==> src/rtl/bullet_scheduler.sv <==
// Player-bullet slot pool: spawns at the plane nose on fire, advances once per
// frame on vs_neg, retires on top exit or collision, with a frame cooldown.
module bullet_scheduler #(
  parameter int unsigned NUM_BULLETS   = 4,
  parameter logic [10:0] BULLET_SPEED  = 11'd4,
  parameter logic [3:0]  FIRE_COOLDOWN = 4'd8,
  parameter logic [10:0] NOSE_OFFSET   = 11'd64
) (
  input  logic                       clk,
  input  logic                       rst,
  input  logic                       fire,
  input  logic                       vs_neg,
  input  logic [10:0]                plane_x,
  input  logic [10:0]                plane_y,
  input  logic [NUM_BULLETS-1:0]     hit_clear,
  output logic [NUM_BULLETS-1:0]     bullet_valid,
  output logic [11*NUM_BULLETS-1:0]  bullet_x,
  output logic [11*NUM_BULLETS-1:0]  bullet_y,
  output logic                       fire_accepted,
  output logic                       cooldown_active
);

  localparam int unsigned CW  = 11;
  localparam int unsigned XYW = CW * NUM_BULLETS;
  localparam int unsigned CDW = 4;

  logic [NUM_BULLETS-1:0] valid_q, valid_d;
  logic [XYW-1:0]         x_q, x_d;
  logic [XYW-1:0]         y_q, y_d;
  logic [CDW-1:0]         cooldown_q, cooldown_d;
  logic                   fire_pending_q, fire_pending_d;
  logic                   fire_accepted_q, fire_accepted_d;
  logic                   cooldown_active_q, cooldown_active_d;
  logic                   spawn_ok;
  logic                   slot_taken;

  // Per-slot move/retire/kill plus lowest-free-slot spawn and cooldown update.
  always_comb begin
    valid_d           = valid_q;
    x_d               = x_q;
    y_d               = y_q;
    cooldown_d        = cooldown_q;
    fire_pending_d    = fire_pending_q | fire;
    fire_accepted_d   = 1'b0;
    slot_taken        = 1'b0;
    spawn_ok          = vs_neg && (fire || fire_pending_q) && (cooldown_q == '0) &&
                        (plane_y >= NOSE_OFFSET) && !(&valid_q);

    for (int i = 0; i < int'(NUM_BULLETS); i++) begin
      if (valid_q[i]) begin
        // A hit wins over movement; the killed slot keeps its last position.
        if (hit_clear[i]) begin
          valid_d[i] = 1'b0;
        end else if (vs_neg) begin
          if (y_q[CW*i +: CW] <= BULLET_SPEED) begin
            valid_d[i] = 1'b0;
          end else begin
            y_d[CW*i +: CW] = y_q[CW*i +: CW] - BULLET_SPEED;
          end
        end
      end else if (spawn_ok && !slot_taken) begin
        slot_taken      = 1'b1;
        valid_d[i]      = 1'b1;
        x_d[CW*i +: CW] = plane_x;
        y_d[CW*i +: CW] = plane_y - NOSE_OFFSET;
      end
    end

    if (vs_neg) begin
      fire_pending_d = 1'b0;
    end

    if (spawn_ok) begin
      cooldown_d      = FIRE_COOLDOWN;
      fire_accepted_d = 1'b1;
    end else if (vs_neg && (cooldown_q != '0)) begin
      cooldown_d = cooldown_q - CDW'(1);
    end

    cooldown_active_d = (cooldown_d != '0);
  end

  always_ff @(posedge clk or posedge rst) begin
    if (rst) begin
      valid_q           <= '0;
      x_q               <= '0;
      y_q               <= '0;
      cooldown_q        <= '0;
      fire_pending_q    <= 1'b0;
      fire_accepted_q   <= 1'b0;
      cooldown_active_q <= 1'b0;
    end else begin
      valid_q           <= valid_d;
      x_q               <= x_d;
      y_q               <= y_d;
      cooldown_q        <= cooldown_d;
      fire_pending_q    <= fire_pending_d;
      fire_accepted_q   <= fire_accepted_d;
      cooldown_active_q <= cooldown_active_d;
    end
  end

  assign bullet_valid    = valid_q;
  assign bullet_x        = x_q;
  assign bullet_y        = y_q;
  assign fire_accepted   = fire_accepted_q;
  assign cooldown_active = cooldown_active_q;

endmodule

==> config.mk <==
export PLATFORM = sky130hd
export DESIGN_NAME = bullet_scheduler
export DESIGN_NICKNAME = d
export VERILOG_FILES = /design/src/rtl/bullet_scheduler.sv
export SDC_FILE = /design/constraint.sdc
export NUM_CORES = 1
export LEC_CHECK = 0
export ABC_CLOCK_PERIOD_IN_PS = 5000
export CAP_MARGIN = 20
export CORE_UTILIZATION = 54
export CTS_CLUSTER_DIAMETER = 60
export DETAILED_ROUTE_END_ITERATION = 8
export PLACE_DENSITY = 0.92
export SYNTH_ARGS = -nofsm -noshare
export SYNTH_HDL_FRONTEND = slang
export SYNTH_SLANG_ARGS = --single-unit
==> constraint.sdc <==
create_clock -name clk -period 5 [get_ports clk]
set_input_delay 0.5 -clock clk [delete_from_list [all_inputs] [get_ports clk]]
set_output_delay 0.5 -clock clk [all_outputs]
set_load 0.005 [all_outputs]
# Word-level counts from Yosys, hierarchy flattened
# Cells that the tools add are included.
[totals] reg_bits=99 inputBits=30
[classes] n_addsub=6 n_lt_le_gt_ge=5 eq_ne=12 n_mux=48 bitwise_logic=5 n_reduce_logical=29
[op_table] cell="2-to-1 mux 11 bit" count=20
[op_table] cell="less-or-equal comparator 11 x 3 -> 1 bit, second input constant" count=4
[op_table] cell="subtractor 11 x 3 -> 11 bit, second input constant" count=4
[op_table] cell="2-to-1 mux 1 bit" count=26
[op_table] cell="!= test 2 bit, second input constant" count=12
[op_table] cell="AND reduction 4 bit" count=5
[op_table] cell=">= comparator 11 x 7 -> 1 bit, second input constant" count=1
[op_table] cell="subtractor 11 x 7 -> 11 bit, second input constant" count=1
[op_table] cell="logical AND 1 bit" count=8
[op_table] cell="2-to-1 mux 4 bit" count=2
[op_table] cell="AND reduction 2 bit" count=4
[op_table] cell="nonzero test 2 bit" count=4
[op_table] cell="nonzero test 4 bit" count=2
[op_table] cell="zero test 1 bit" count=4
[op_table] cell="zero test 4 bit" count=1
[op_table] cell="NOT 1 bit" count=4
[op_table] cell="subtractor 4 x 1 -> 4 bit, second input constant" count=1
[op_table] cell="logical OR 1 bit" count=1
[op_table] cell="bitwise OR 1 bit" count=1

# Depth between registers and ports, before layout
# Gate-level depths: netlist of run 1.
[depth] ltp_word=19 depth_mapped=9 ltp_nobuf=7

# Worst setup path before layout of run 1
# OpenSTA, ideal clock, no wires.
[synth_timing] path_kind="flip-flop to flip-flop" start="reg cooldown_q[0]" end="reg x_q[33] (netlist: bullet_x[33])" arrival_ps=2284 required_time_ps=4875 slack_ps=2591 path_stages_with_launch=8 path_buffers=1 path_cell_list="dfrtp_1 inv_1 ha_1 or3b_4 or4_1 nor2_2 buf_4 mux2_2"
[synth_between] elab_chain_cells=17
[synth_rtl] element="start, declared" line_no="30" rtl="logic [CDW-1:0] cooldown_q, cooldown_d;"
[synth_rtl] element="start signal, assigned" line_no="96" rtl="cooldown_q <= cooldown_d;"
[synth_rtl] element="zero test 4 bit *" line_no="46" rtl="spawn_ok = vs_neg && (fire || fire_pending_q) && (cooldown_q == '0) &&"
[synth_rtl] element="logical AND 1 bit * (2 in series)" line_no="46"
[synth_rtl] element="logical AND 1 bit *" line_no="47" rtl="(plane_y >= NOSE_OFFSET) && !(&valid_q);"
[synth_rtl] element="2-to-1 mux 1 bit" line_no="61" rtl="end else if (spawn_ok && !slot_taken) begin"
[synth_rtl] element="2-to-1 mux 1 bit" line_no="50" rtl="if (valid_q[i]) begin"
[synth_rtl] element="zero test 1 bit" line_no="61"
[synth_rtl] element="logical AND 1 bit" line_no="61"
[synth_rtl] element="2-to-1 mux 1 bit" line_no="61"
[synth_rtl] element="2-to-1 mux 1 bit" line_no="50"
[synth_rtl] element="zero test 1 bit" line_no="61"
[synth_rtl] element="logical AND 1 bit" line_no="61"
[synth_rtl] element="2-to-1 mux 1 bit" line_no="61"
[synth_rtl] element="2-to-1 mux 1 bit" line_no="50"
[synth_rtl] element="zero test 1 bit" line_no="61"
[synth_rtl] element="logical AND 1 bit *" line_no="61"
[synth_rtl] element="AND reduction 2 bit (no line) *"
[synth_rtl] element="end signal, assigned" line_no="86" rtl="x_q <= '0;"
[synth_rtl] element="end signal, assigned" line_no="94" rtl="x_q <= x_d;"
[synth_rtl] element="end, declared" line_no="28" rtl="logic [XYW-1:0] x_q, x_d;"
# Every way passes the cells marked *; elsewhere a longest branch is shown, timed or not.
# A chain may end at the register's enable or synchronous reset.

# Final worst setup path of run 1
[layout_timing] start="in plane_y[6]" end="reg x_q[14] (netlist: bullet_x[14])"
[layout_between] elab_chain_cells=8
[layout_rtl] element="start, declared" line_no="14" rtl="input logic [10:0] plane_y,"
[layout_rtl] element=">= comparator 11 x 7 -> 1 bit *" line_no="47"
[layout_rtl] element="logical AND 1 bit *" line_no="46"
[layout_rtl] element="logical AND 1 bit *" line_no="47"
[layout_rtl] element="2-to-1 mux 1 bit" line_no="61"
[layout_rtl] element="2-to-1 mux 1 bit" line_no="50"
[layout_rtl] element="zero test 1 bit" line_no="61"
[layout_rtl] element="logical AND 1 bit *" line_no="61"
[layout_rtl] element="AND reduction 2 bit (no line) *"
# Marks and branches as above.

==> results of run 1 <==
==> area by class of cell <==
type / instances / share of cell area
Clock buffer: 11 / 0.0226
Clock inverter: 4 / 0.00840
Inverter: 32 / 0.0183
Multi-Input combinational cell: 356 / 0.369
Sequential cell: 99 / 0.370
Tap cell: 129 / 0.0241
Timing Repair Buffer: 127 / 0.188
==> worst register-to-register path, stage by stage (launching register included) <==
cell and delay, ns:
sky130_fd_sc_hd__dfrtp_1 0.44, sky130_fd_sc_hd__inv_1 0.11, sky130_fd_sc_hd__ha_1 0.13, sky130_fd_sc_hd__or3b_4 0.41
sky130_fd_sc_hd__or3_1 0.47, sky130_fd_sc_hd__nor4_4 0.61, sky130_fd_sc_hd__buf_4 0.32, sky130_fd_sc_hd__mux2_2 0.36
==> where the power goes <==
| part | switching [mW] | internal [mW] |
|---|---|---|
| clock | 0.289 | 0.261 |
| combinational | 0.392 | 0.529 |
| sequential | 0.220 | 0.991 |
==> per-layer routing <==
layer | global-route usage | routed length, um | part of all wire | vias up
met5 | 0 | 0 | 0 | -
met4 | 0.150 | 485 | 0.033 | 0
met3 | 0.0935 | 1590 | 0.11 | 54
met1 | 0.363 | 5610 | 0.38 | 2300
li1 | - | - | - | 2076
met2 | 0.502 | 7040 | 0.48 | 311
==> sequential cells by signal (all words and copies together) (netlist names) <==
register         flops
bullet_x            44
bullet_y            44
bullet_valid         4
cooldown_q           4
cooldown_active      1
fire_accepted        1
fire_pending_q       1
==> synth_stat cells, types with 4 or more instances <==
cell type,number,share of area
sky130_fd_sc_hd__nand3_1,9,0.0087
sky130_fd_sc_hd__nor2_1,30,0.022
sky130_fd_sc_hd__inv_1,32,0.023
sky130_fd_sc_hd__nor4_1,9,0.011
sky130_fd_sc_hd__a21oi_1,18,0.017
sky130_fd_sc_hd__mux2_2,32,0.070
sky130_fd_sc_hd__ha_1,12,0.029
sky130_fd_sc_hd__a22o_1,4,0.0068
sky130_fd_sc_hd__nor3_1,16,0.016
sky130_fd_sc_hd__clkbuf_1,12,0.0087
sky130_fd_sc_hd__a31oi_1,5,0.0061
sky130_fd_sc_hd__o32ai_1,5,0.0085
sky130_fd_sc_hd__nand4_1,4,0.0048
sky130_fd_sc_hd__nand2b_1,4,0.0048
sky130_fd_sc_hd__dfrtp_1,99,0.48
sky130_fd_sc_hd__buf_2,8,0.0078
sky130_fd_sc_hd__mux2_4,9,0.026
sky130_fd_sc_hd__or4_1,5,0.0073
sky130_fd_sc_hd__nor3b_1,4,0.0058
sky130_fd_sc_hd__nand2_1,61,0.044
sky130_fd_sc_hd__o22ai_1,8,0.0097
sky130_fd_sc_hd__xnor2_1,6,0.010
sky130_fd_sc_hd__a22oi_1,5,0.0073
sky130_fd_sc_hd__o21ai_0,29,0.028
sky130_fd_sc_hd__or3_1,7,0.0085
==> cells by family after synthesis <==
| logic type | synth area share |
|---|---|
| AO/OA/AOI/OAI | 0.161 |
| multiplexers | 0.0999 |
| buffers and inverters | 0.0434 |
| flip-flops | 0.480 |
| XOR/XNOR | 0.0136 |
| AND/OR/NAND/NOR | 0.173 |
| adder cells (fa/ha/maj) | 0.0291 |
==> worst paths after layout <==
check / from / to / slack (ns)
min in group asynchronous: rst / bullet_x[35] / 0.60
min: bullet_x[5] / bullet_x[5] / 0.49
min reg2reg: bullet_x[5] / bullet_x[5] / 0.49
max: plane_y[6] / bullet_x[14] / 1.88
max in group asynchronous: rst / bullet_y[0] / 3.38
max reg2reg: cooldown_q[0] / bullet_x[14] / 2.05
==> through the flow <==
stage / util / std cells / worst slack (ns) / instance area (um^2)
after global routing: 0.726 / 758 / 1.76 / 6700
after global placement: 0.703 / 743 / 1.60 / 6500
after floorplan: - / 509 / 1.91 / 5160
after detailed placement: 0.703 / 743 / 1.53 / 6500
final: 0.726 / 758 / 1.88 / 6700
after CTS: 0.726 / 758 / 1.89 / 6700
==> impl_results.md, run 1 <==
- Worst relative slew slack: 0.386
- Yosys Warn Count: 0
- Post-CTS Setup Inserts: 0
- Setup skew after layout: 0.00773 ns
- Number of standard cells after synthesis: 509
- Type of element capturing the critical path: flop
- Core Rows: 35
- Synthesized area: a little over 0.005 mm^2
- Detail Placement HPWL: 10.4 mm
- Weighted congestion reported at the end of routability-driven placement: 0.906
- Post-synthesis net count: around 550
- Power density cells: 400 mW/mm^2
- Period Utilization, post-route: 0.624
- Count of flip-flops with a built-in enable after synthesis: 0
- Number of design-rule violations left by the first detailed-router iteration: 387
- Synthesized area per cell: 10.1 um^2
- Worst hold margin: 0.495 ns
- Count of antenna diodes in the layout: 0
- Core ar.: 0.00924 mm^2
- Setup Crit Path Kind: input port to flop
- Floorplan die height: 99.8 um
- Total routed wirelength: 14.7 mm
- Top library cells by usage in the layout, fill and taps aside: 123 x sky130_fd_sc_hd__clkdlybuf4s50_1, 99 x sky130_fd_sc_hd__dfrtp_1, 61 x sky130_fd_sc_hd__nand2_1, 32 x sky130_fd_sc_hd__mux2_2, 31 x sky130_fd_sc_hd__inv_1
- Post-layout min period: about 3.1 ns
- Antenna violation net count after detailed routing: 0
- Crit path max fanout: 13
- First-pass GRT wire length: 23.4 mm
- Setup TNS: 0 ns
- Worst slew pin tran: 0.915 ns
- Maximum count of clock buffers along a single path: 2
- Area of combinational cells with multiple inputs: 0.00247 mm^2
- Most frequent standard cell in the layout excluding fill and tap cells: sky130_fd_sc_hd__clkdlybuf4s50_1
- Final slew viol count: 0
- Area of all sequential standard cells: 0.00248 mm^2
- Setup repair after global routing missed its margin: no
- Leakage power: 2.89 nW
- Die area: ~0.01 mm^2
- Via count of the first global-routing pass: 4732
- Antenna violations before repair: 0
- Hold crit path type: flop to flop
- Initial DRT Pass Iterations: 6
- I/O Pins: roughly 120
- Sinks on Clock Net: 99
- Drt drc: 0
- Final-report hold violation count: 0
- Worst endpoint required time: between 5 and 6 ns
- Worst hold stages: 2
- Number of H-tree branching levels: 3
- Growth of design area from synthesis to finish: 29.9%
- TritonCTS clock tree: built
- Worst skew pair latency: 0.38 ns
- Fill cell total of the finished layout: between 600 and 700
- Kind of start point of the critical path: input port
- Status: finished clean
- Primary flip-flop cell chosen by synthesis mapping: sky130_fd_sc_hd__dfrtp_1
- Unique masters post-synth: 71
- Critical Path, Cell by Cell: clkdlybuf4s50_1 -> ha_1 -> nor4b_1 -> a211oi_4 -> nor4_4 -> buf_4 -> mux2_2
- Overall Global Routing Usage: 0.305
- Number of resized instances in the post-cts repair step: 0
- Total of max-cap violations: 0
- Number of buffers inserted by hold repair at cts: 0
- Synthesis-stage register bit count: ~100
- Horizontal die dimension: 99.8 um
- Remaining global-route overflow: 0
- Worst path slowest cell: sky130_fd_sc_hd__nor4_4
- Pin count of the biggest net entering global routing: 62
- Via density per instance: 6.25
- Worst endpoint data arrival time: around 3.4 ns
- Share of flip-flops with an asynchronous set or reset: 1.00
- Post-route total power: about 2.7 mW
- Clock slew seen by the registers of the worst setup and hold paths: 0.10 ns
- Effective utilization at floorplan: 0.559
- Kind of cell with the highest combined delay on the critical path: simple AND/OR/NAND/NOR gates
- Final-report setup violation count: 0
- Clk root buf: sky130_fd_sc_hd__clkbuf_8
- Routed wire per std cell: 19.4 um
- Share of layout cells above drive strength 1: 0.124
- Count of buffering cells on the critical path with inverters included: 2
- Longest individual stage delay on the worst path: roughly 0.69 ns
- Max Clock Freq: 321 MHz
- Maximum ir drop on the vdd rail: 0.000269 V
- Input/output buffers: 123
- Instance count on the critical path: 7
- Inserted Clock Buffers: 9
- Total via count in the routed design: 4741
- Register-to-Register Path Depth: 7
- Nets: 667
- Register area share after synthesis: 0.480
No activity file was read; power rests on OpenSTA's default activity.
==> run 2, diff against run 1 <==
Settings changed: ABC_CLOCK_PERIOD_IN_PS 5000 to 3100, CORE_UTILIZATION 54 to 50, PLACE_DENSITY 0.92 to 0.86.
Clock period 5 ns to 3.1 ns, I/O delays scaled along.
==> run 2 against run 1 <==
Sequential share of layout area fell by 0.73 points. Die area rose by 7.8%. Critical endpoint is now bullet_x[42]. Sequential power rose by 60%. Wire length rose by 2.1%. Combinational power rose by 64%. Clock power rose by 48%. Critical path depth fell by 1. Clock-buffer cell count fell by 1. Final cell count rose by 3.2%. Via count fell by 2.2%. Global-route usage fell by 1.3 points.
==> impl_results.md, run 2 (synthesis gave the netlist of run 1 again) <==
- Status: finished clean
- Comb pwr share: 0.354 (+0.011)
- Via density per instance: 5.93 (-5.2%)
- Clock slew seen by the registers of the worst setup and hold paths: 0.11 ns (about the same)
- Clk root buf: sky130_fd_sc_hd__clkbuf_8
- Input/output buffers: 123 (unchanged)
- Count of antenna diodes in the layout: 0 (unchanged)
- Remaining global-route overflow: 0 (unchanged)
- Switching Power: 1.48 mW (+65%)
- Maximum ir drop on the vdd rail: 0.000428 V (+59%)
- Post-layout min period: 2.82 ns
- Die area: 0.0107 mm^2 (+7.8%)
- Overall Global Routing Usage: 0.292 (-0.0131)
- Power density cells: 623 mW/mm^2 (+56%)
- Internal cell power: 2.78 mW (+56%)
- Leakage power: 2.98 nW (+2.9%)
- Total via count in the routed design: 4636 (-2.2%)
- Core Rows: 36 (+2.9%)
- Weighted congestion reported at the end of routability-driven placement: 0.931 (+2.7%)
- Detail Placement HPWL: 10.8 mm (+4.6%)
- Most frequent standard cell in the layout excluding fill and tap cells: sky130_fd_sc_hd__clkdlybuf4s50_1
- Setup Crit Path Kind: flop to flop
- Sw frac: 0.348 (+0.0121)
- Number of design-rule violations left by the first detailed-router iteration: 451 (+17%)
- Longest individual stage delay on the worst path: 0.63 ns (-0.06 ns)
- Number of H-tree branching levels: 3 (unchanged)
- Share of layout cells above drive strength 1: 0.149 (+0.0255)
- Via count of the first global-routing pass: 4662 (-1.5%)
- Pin count of the biggest net entering global routing: 42 (-32%)
- Sequential share of power: 0.454 (+0.002)
- Number of placed instances with taps included: 766 (+3.1%)
- Horizontal die dimension: 104 um (+3.8%)
- Placed Area: 0.00666 mm^2 (+2.4%)
- Routed wire per std cell: 19.2 um (-1.0%)
- Top library cells by usage in the layout, fill and taps aside: 123 x sky130_fd_sc_hd__clkdlybuf4s50_1, 99 x sky130_fd_sc_hd__dfrtp_1, 61 x sky130_fd_sc_hd__nand2_1, 32 x sky130_fd_sc_hd__mux2_2, 31 x sky130_fd_sc_hd__inv_1
- Crit path max fanout: 14 (+1)
- Setup skew after layout: 0.0185 ns (+0.0108 ns)
- Drt drc: 0 (unchanged)
- Sinks on Clock Net: 99 (unchanged)
- Setup TNS: 0 ns (unchanged)
- Register-to-Register Path Depth: 6 (-1)
- Number of buffers inserted by hold repair at cts: 0 (unchanged)
- Antenna violations before repair: 0 (unchanged)
- Growth of design area from synthesis to finish: 32.5%
- Hold crit path type: input port to async pin
- Worst relative slew slack: 0.420 (+0.0343)
- First-pass GRT wire length: 24.5 mm (+4.8%)
- Floorplan die height: 104 um (+3.8%)
- Max Clock Freq: 355 MHz
- Worst skew pair latency: 0.40 ns (+0.02 ns)
- Period Utilization, post-route: 0.908
- Post-CTS Setup Inserts: 0 (unchanged)
- Total of max-cap violations: 0 (unchanged)
- Layout Cells excl Fill: 782 (+3.2%)
- Worst hold margin: 0.313 ns (-0.182 ns)
- Worst path slowest cell: sky130_fd_sc_hd__nor2_2
- Clock group share of total power: 0.191 (-0.014)
- Number of resized instances in the post-cts repair step: 0 (unchanged)
- Total routed wirelength: 15.0 mm (+2.1%)
- Final slew viol count: 0 (unchanged)
- Core ar.: 0.00991 mm^2 (+7.2%)
- Critical Path, Cell by Cell: inv_1 -> ha_1 -> or3b_4 -> or4_1 -> nor2_2 -> mux2_2
- Initial DRT Pass Iterations: 6 (unchanged)
- Inserted Clock Buffers: 9 (unchanged)
- Final-report setup violation count: 0 (unchanged)
- Kind of start point of the critical path: flop
- Final Instance Area: 0.00684 mm^2 (+2.0%)
- Worst slew pin tran: 0.870 ns (-0.0454 ns)
- I/O Pins: 124 (unchanged)
- Setup repair after global routing missed its margin: no
- Maximum count of clock buffers along a single path: 2 (unchanged)
- Worst endpoint required time: 3.39 ns (-1.87 ns)
- Worst endpoint data arrival time: 3.11 ns (-0.27 ns)
- Nets: 686 (+2.8%)
- Effective utilization at floorplan: 0.521 (-0.0377)
- Antenna violation net count after detailed routing: 0 (unchanged)
- Type of element capturing the critical path: flop
- TritonCTS clock tree: built
- Final-report hold violation count: 0 (unchanged)
==> run 2: layout make-up <==
type / count / area [um^2]
clock buffer: 10 / 128
clock inverter: 6 / 56.3
fill: 769 / 3070
inverter: 32 / 121
multi-input combinational: 356 / 2470
sequential: 99 / 2480
tap: 133 / 166
timing repair buffer: 146 / 1420
==> run 2: path summary, 6_finish.rpt <==
kind                               start            to  slack (ns)
max                        cooldown_q[0]  bullet_x[42]        0.28
min                                  rst  bullet_x[38]        0.31
max reg2reg                cooldown_q[0]  bullet_x[42]        0.28
min reg2reg                  bullet_x[7]   bullet_x[7]        0.49
max in group asynchronous            rst  bullet_y[10]        2.02
min in group clk             bullet_x[7]   bullet_x[7]        0.49
==> run 2: per-layer routing <==
metal | track usage | part of all wire
met2 | 0.461 | 0.47
met5 | 0 | 0
met1 | 0.376 | 0.42
met3 | 0.108 | 0.092
met4 | 0.0818 | 0.021
==> run 2: power by group through the flow <==
stage               Clock (mW)  Sequential (mW)  Combinational, mW
global placement             0             1.93               1.46
floorplan                    0             1.90              0.660
CTS                      0.832             1.93               1.51
detailed placement           0             1.95               1.51
global route             0.879             1.99               1.64
finish                   0.815             1.94               1.51
==> run 2: worst max-delay path: cells and delay by family, from the launching register on <==
family / cells / cell delay, ns
AND/OR/NAND/NOR: 3 / 1.62
flip-flops: 1 / 0.43
multiplexers: 1 / 0.42
adder cells (fa/ha/maj): 1 / 0.13
buffers and inverters: 1 / 0.10
==> run 2: through the flow <==
stage / utilization / setup WS [ns] / power [mW]
floorplan: - / 0.200 / 2.56
global placement: 0.672 / 0.235 / 3.39
detailed placement: 0.672 / 0.171 / 3.45
CTS: 0.690 / 0.290 / 4.27
global route: 0.690 / 0.155 / 4.51
finish: 0.690 / 0.284 / 4.26
==> run 3, diff against run 2 <==
Settings changed: CORE_MARGIN set to 2.
==> run 3 against run 2 <==
Total power hardly changed. Critical path depth unchanged. Sequential power hardly changed. Final cell count decreased by 0.26%. Via count grew 2.7%. Sequential share of layout area grew 0.21 points. Register-to-register slack worse by 0.08 ns. Combinational power is essentially flat. First-iteration DRC count rose by 50%. Global-route usage shrank 1.5 points.
==> impl_results.md, run 3 (synthesis gave the netlist of run 1 again) <==
- Floorplan die height: 106 um (+1.9%)
- Final-report setup violation count: 0 (unchanged)
- Remaining global-route overflow: 0 (unchanged)
- Inserted Clock Buffers: 9 (unchanged)
- Maximum ir drop on the vdd rail: 0.000403 V (-5.9%)
- Max Clock Freq: 346 MHz (-2.6%)
- Status: finished clean
- Post-CTS Setup Inserts: 0 (unchanged)
- Layout Cells excl Fill: 780 (-0.26%)
- Via count of the first global-routing pass: 4606 (-1.2%)
- Core Rows: 37 (+2.8%)
- Weighted congestion reported at the end of routability-driven placement: 0.958 (+2.9%)
- Type of element capturing the critical path: flop
- Overall Global Routing Usage: 0.277 (-0.0146)
- Worst endpoint data arrival time: 3.16 ns (+0.05 ns)
- Setup TNS: 0 ns (unchanged)
- Setup Crit Path Kind: flop to flop
- Maximum count of clock buffers along a single path: 2 (unchanged)
- I/O Pins: 124 (unchanged)
- Antenna violation net count after detailed routing: 0 (unchanged)
- Worst endpoint required time: 3.36 ns (-0.03 ns)
- Number of resized instances in the post-cts repair step: 0 (unchanged)
- Register-to-Register Path Depth: 6 (unchanged)
- Growth of design area from synthesis to finish: 31.8%
- Power density cells: 626 mW/mm^2 (+0.52%)
- Worst skew pair latency: 0.38 ns (-0.02 ns)
- Kind of start point of the critical path: flop
- TritonCTS clock tree: built
- Drt drc: 0 (unchanged)
- Reg-to-reg endpoint: bullet_x[38]
- Worst setup path endpoint: bullet_x[38]
- Initial DRT Pass Iterations: 6 (unchanged)
- First-pass GRT wire length: 24.1 mm (-1.4%)
- Most frequent standard cell in the layout excluding fill and tap cells: sky130_fd_sc_hd__clkdlybuf4s50_1
- Nets: 681 (-0.73%)
- Clk root buf: sky130_fd_sc_hd__clkbuf_8
- Core ar.: 0.0102 mm^2 (+2.8%)
- Antenna violations before repair: 0 (unchanged)
- Worst slew pin tran: 0.848 ns (-0.0223 ns)
- Effective utilization at floorplan: 0.507 (-0.0141)
- Share of layout cells above drive strength 1: 0.141 (-0.00816)
- Horizontal die dimension: 106 um (+1.9%)
- Number of H-tree branching levels: 3 (unchanged)
- Worst relative slew slack: 0.435 (+0.0149)
- Total routed wirelength: 15.1 mm (+0.14%)
- Crit path max fanout: 14 (unchanged)
- Reg2reg setup slack: 0.21 ns (-0.08 ns)
- Sinks on Clock Net: 99 (unchanged)
- Number of design-rule violations left by the first detailed-router iteration: 678 (+50%)
- Setup repair after global routing missed its margin: no
- Hold crit path type: input port to async pin
- Die area: 0.0112 mm^2 (+3.9%)
- Total of max-cap violations: 0 (unchanged)
- Pin count of the biggest net entering global routing: 43 (+2.4%)
- Number of buffers inserted by hold repair at cts: 0 (unchanged)
- Detail Placement HPWL: 10.9 mm (+0.84%)
- Leakage power: 2.94 nW (-1.1%)
- Clock slew seen by the registers of the worst setup and hold paths: 0.10 ns (about the same)
- Via density per instance: 6.11 (+3.0%)
- Total via count in the routed design: 4762 (+2.7%)
- Number of placed instances with taps included: 764 (-0.26%)
- Post-layout min period: 2.89 ns (+0.0759 ns)
- Critical Path Start: cooldown_q[0]
- Period Utilization, post-route: 0.933 (+0.0245)
- Setup skew after layout: 0.0149 ns (-0.00355 ns)
- Count of antenna diodes in the layout: 0 (unchanged)
- Final slew viol count: 0 (unchanged)
- Top library cells by usage in the layout, fill and taps aside: 123 x sky130_fd_sc_hd__clkdlybuf4s50_1, 99 x sky130_fd_sc_hd__dfrtp_1, 61 x sky130_fd_sc_hd__nand2_1, 32 x sky130_fd_sc_hd__mux2_2, 31 x sky130_fd_sc_hd__inv_1
- Launch point of the worst reg-to-reg path: cooldown_q[0]
- Final-report hold violation count: 0 (unchanged)
- Input/output buffers: 123 (unchanged)
- Routed wire per std cell: 19.3 um (+0.40%)
run 3: where the power goes:
| group | switching (mW) | internal [mW] | leakage (nW) | total [mW] |
|---|---|---|---|---|
| logic | 0.647 | 0.869 | 1.59 | 1.52 |
| clock network | 0.469 | 0.321 | 0.0836 | 0.789 |
| registers | 0.354 | 1.60 | 1.27 | 1.95 |
run 3: critical path: stages, from the launching register on:
cell and delay, ns:
sky130_fd_sc_hd__dfrtp_1 0.46, sky130_fd_sc_hd__inv_1 0.12, sky130_fd_sc_hd__ha_1 0.15, sky130_fd_sc_hd__or3b_4 0.41
sky130_fd_sc_hd__or4_1 0.59, sky130_fd_sc_hd__nor2_2 0.64, sky130_fd_sc_hd__mux2_2 0.42
run 3: through the flow:
step	power (mW)	area (um^2)	setup WS (ns)	util	hold WS (ns)
after global placement	3.38	6620	0.210	0.650	0.459
after detailed placement	3.47	6620	0.123	0.650	0.462
after CTS	4.26	6800	0.235	0.668	0.328
after floorplan	2.56	5160	0.200	-	0.415
final	4.26	6800	0.208	0.668	0.315
after global routing	4.50	6800	0.123	0.668	0.376
run 3: worst min-delay path by stage:
stage	startpoint	end	slack, ns
after floorplan	plane_x[0]	bullet_x[0]	0.42
after global placement	bullet_x[4]	bullet_x[4]	0.46
after detailed placement	bullet_x[6]	bullet_x[6]	0.46
after CTS	rst	bullet_y[43]	0.33
after global routing	rst	bullet_y[43]	0.38
final	rst	bullet_y[40]	0.32
run 3: cell type report:
cell class                 instances  area, um^2
multi-input combinational        356        2470
sequential                        99        2480
clock inverter                     4        32.5
inverter                          32         123
fill                             781        3380
timing repair buffer             141        1380
tap                              136         170
clock buffer                      12         145
run 3: per-layer routing:
metal,global-route usage,vias up,share of wire
met1,0.337,2359,0.38
li1,-,2109,-
met4,0.0949,0,0.029
met3,0.0977,39,0.10
met5,0,-,0
met2,0.460,255,0.49
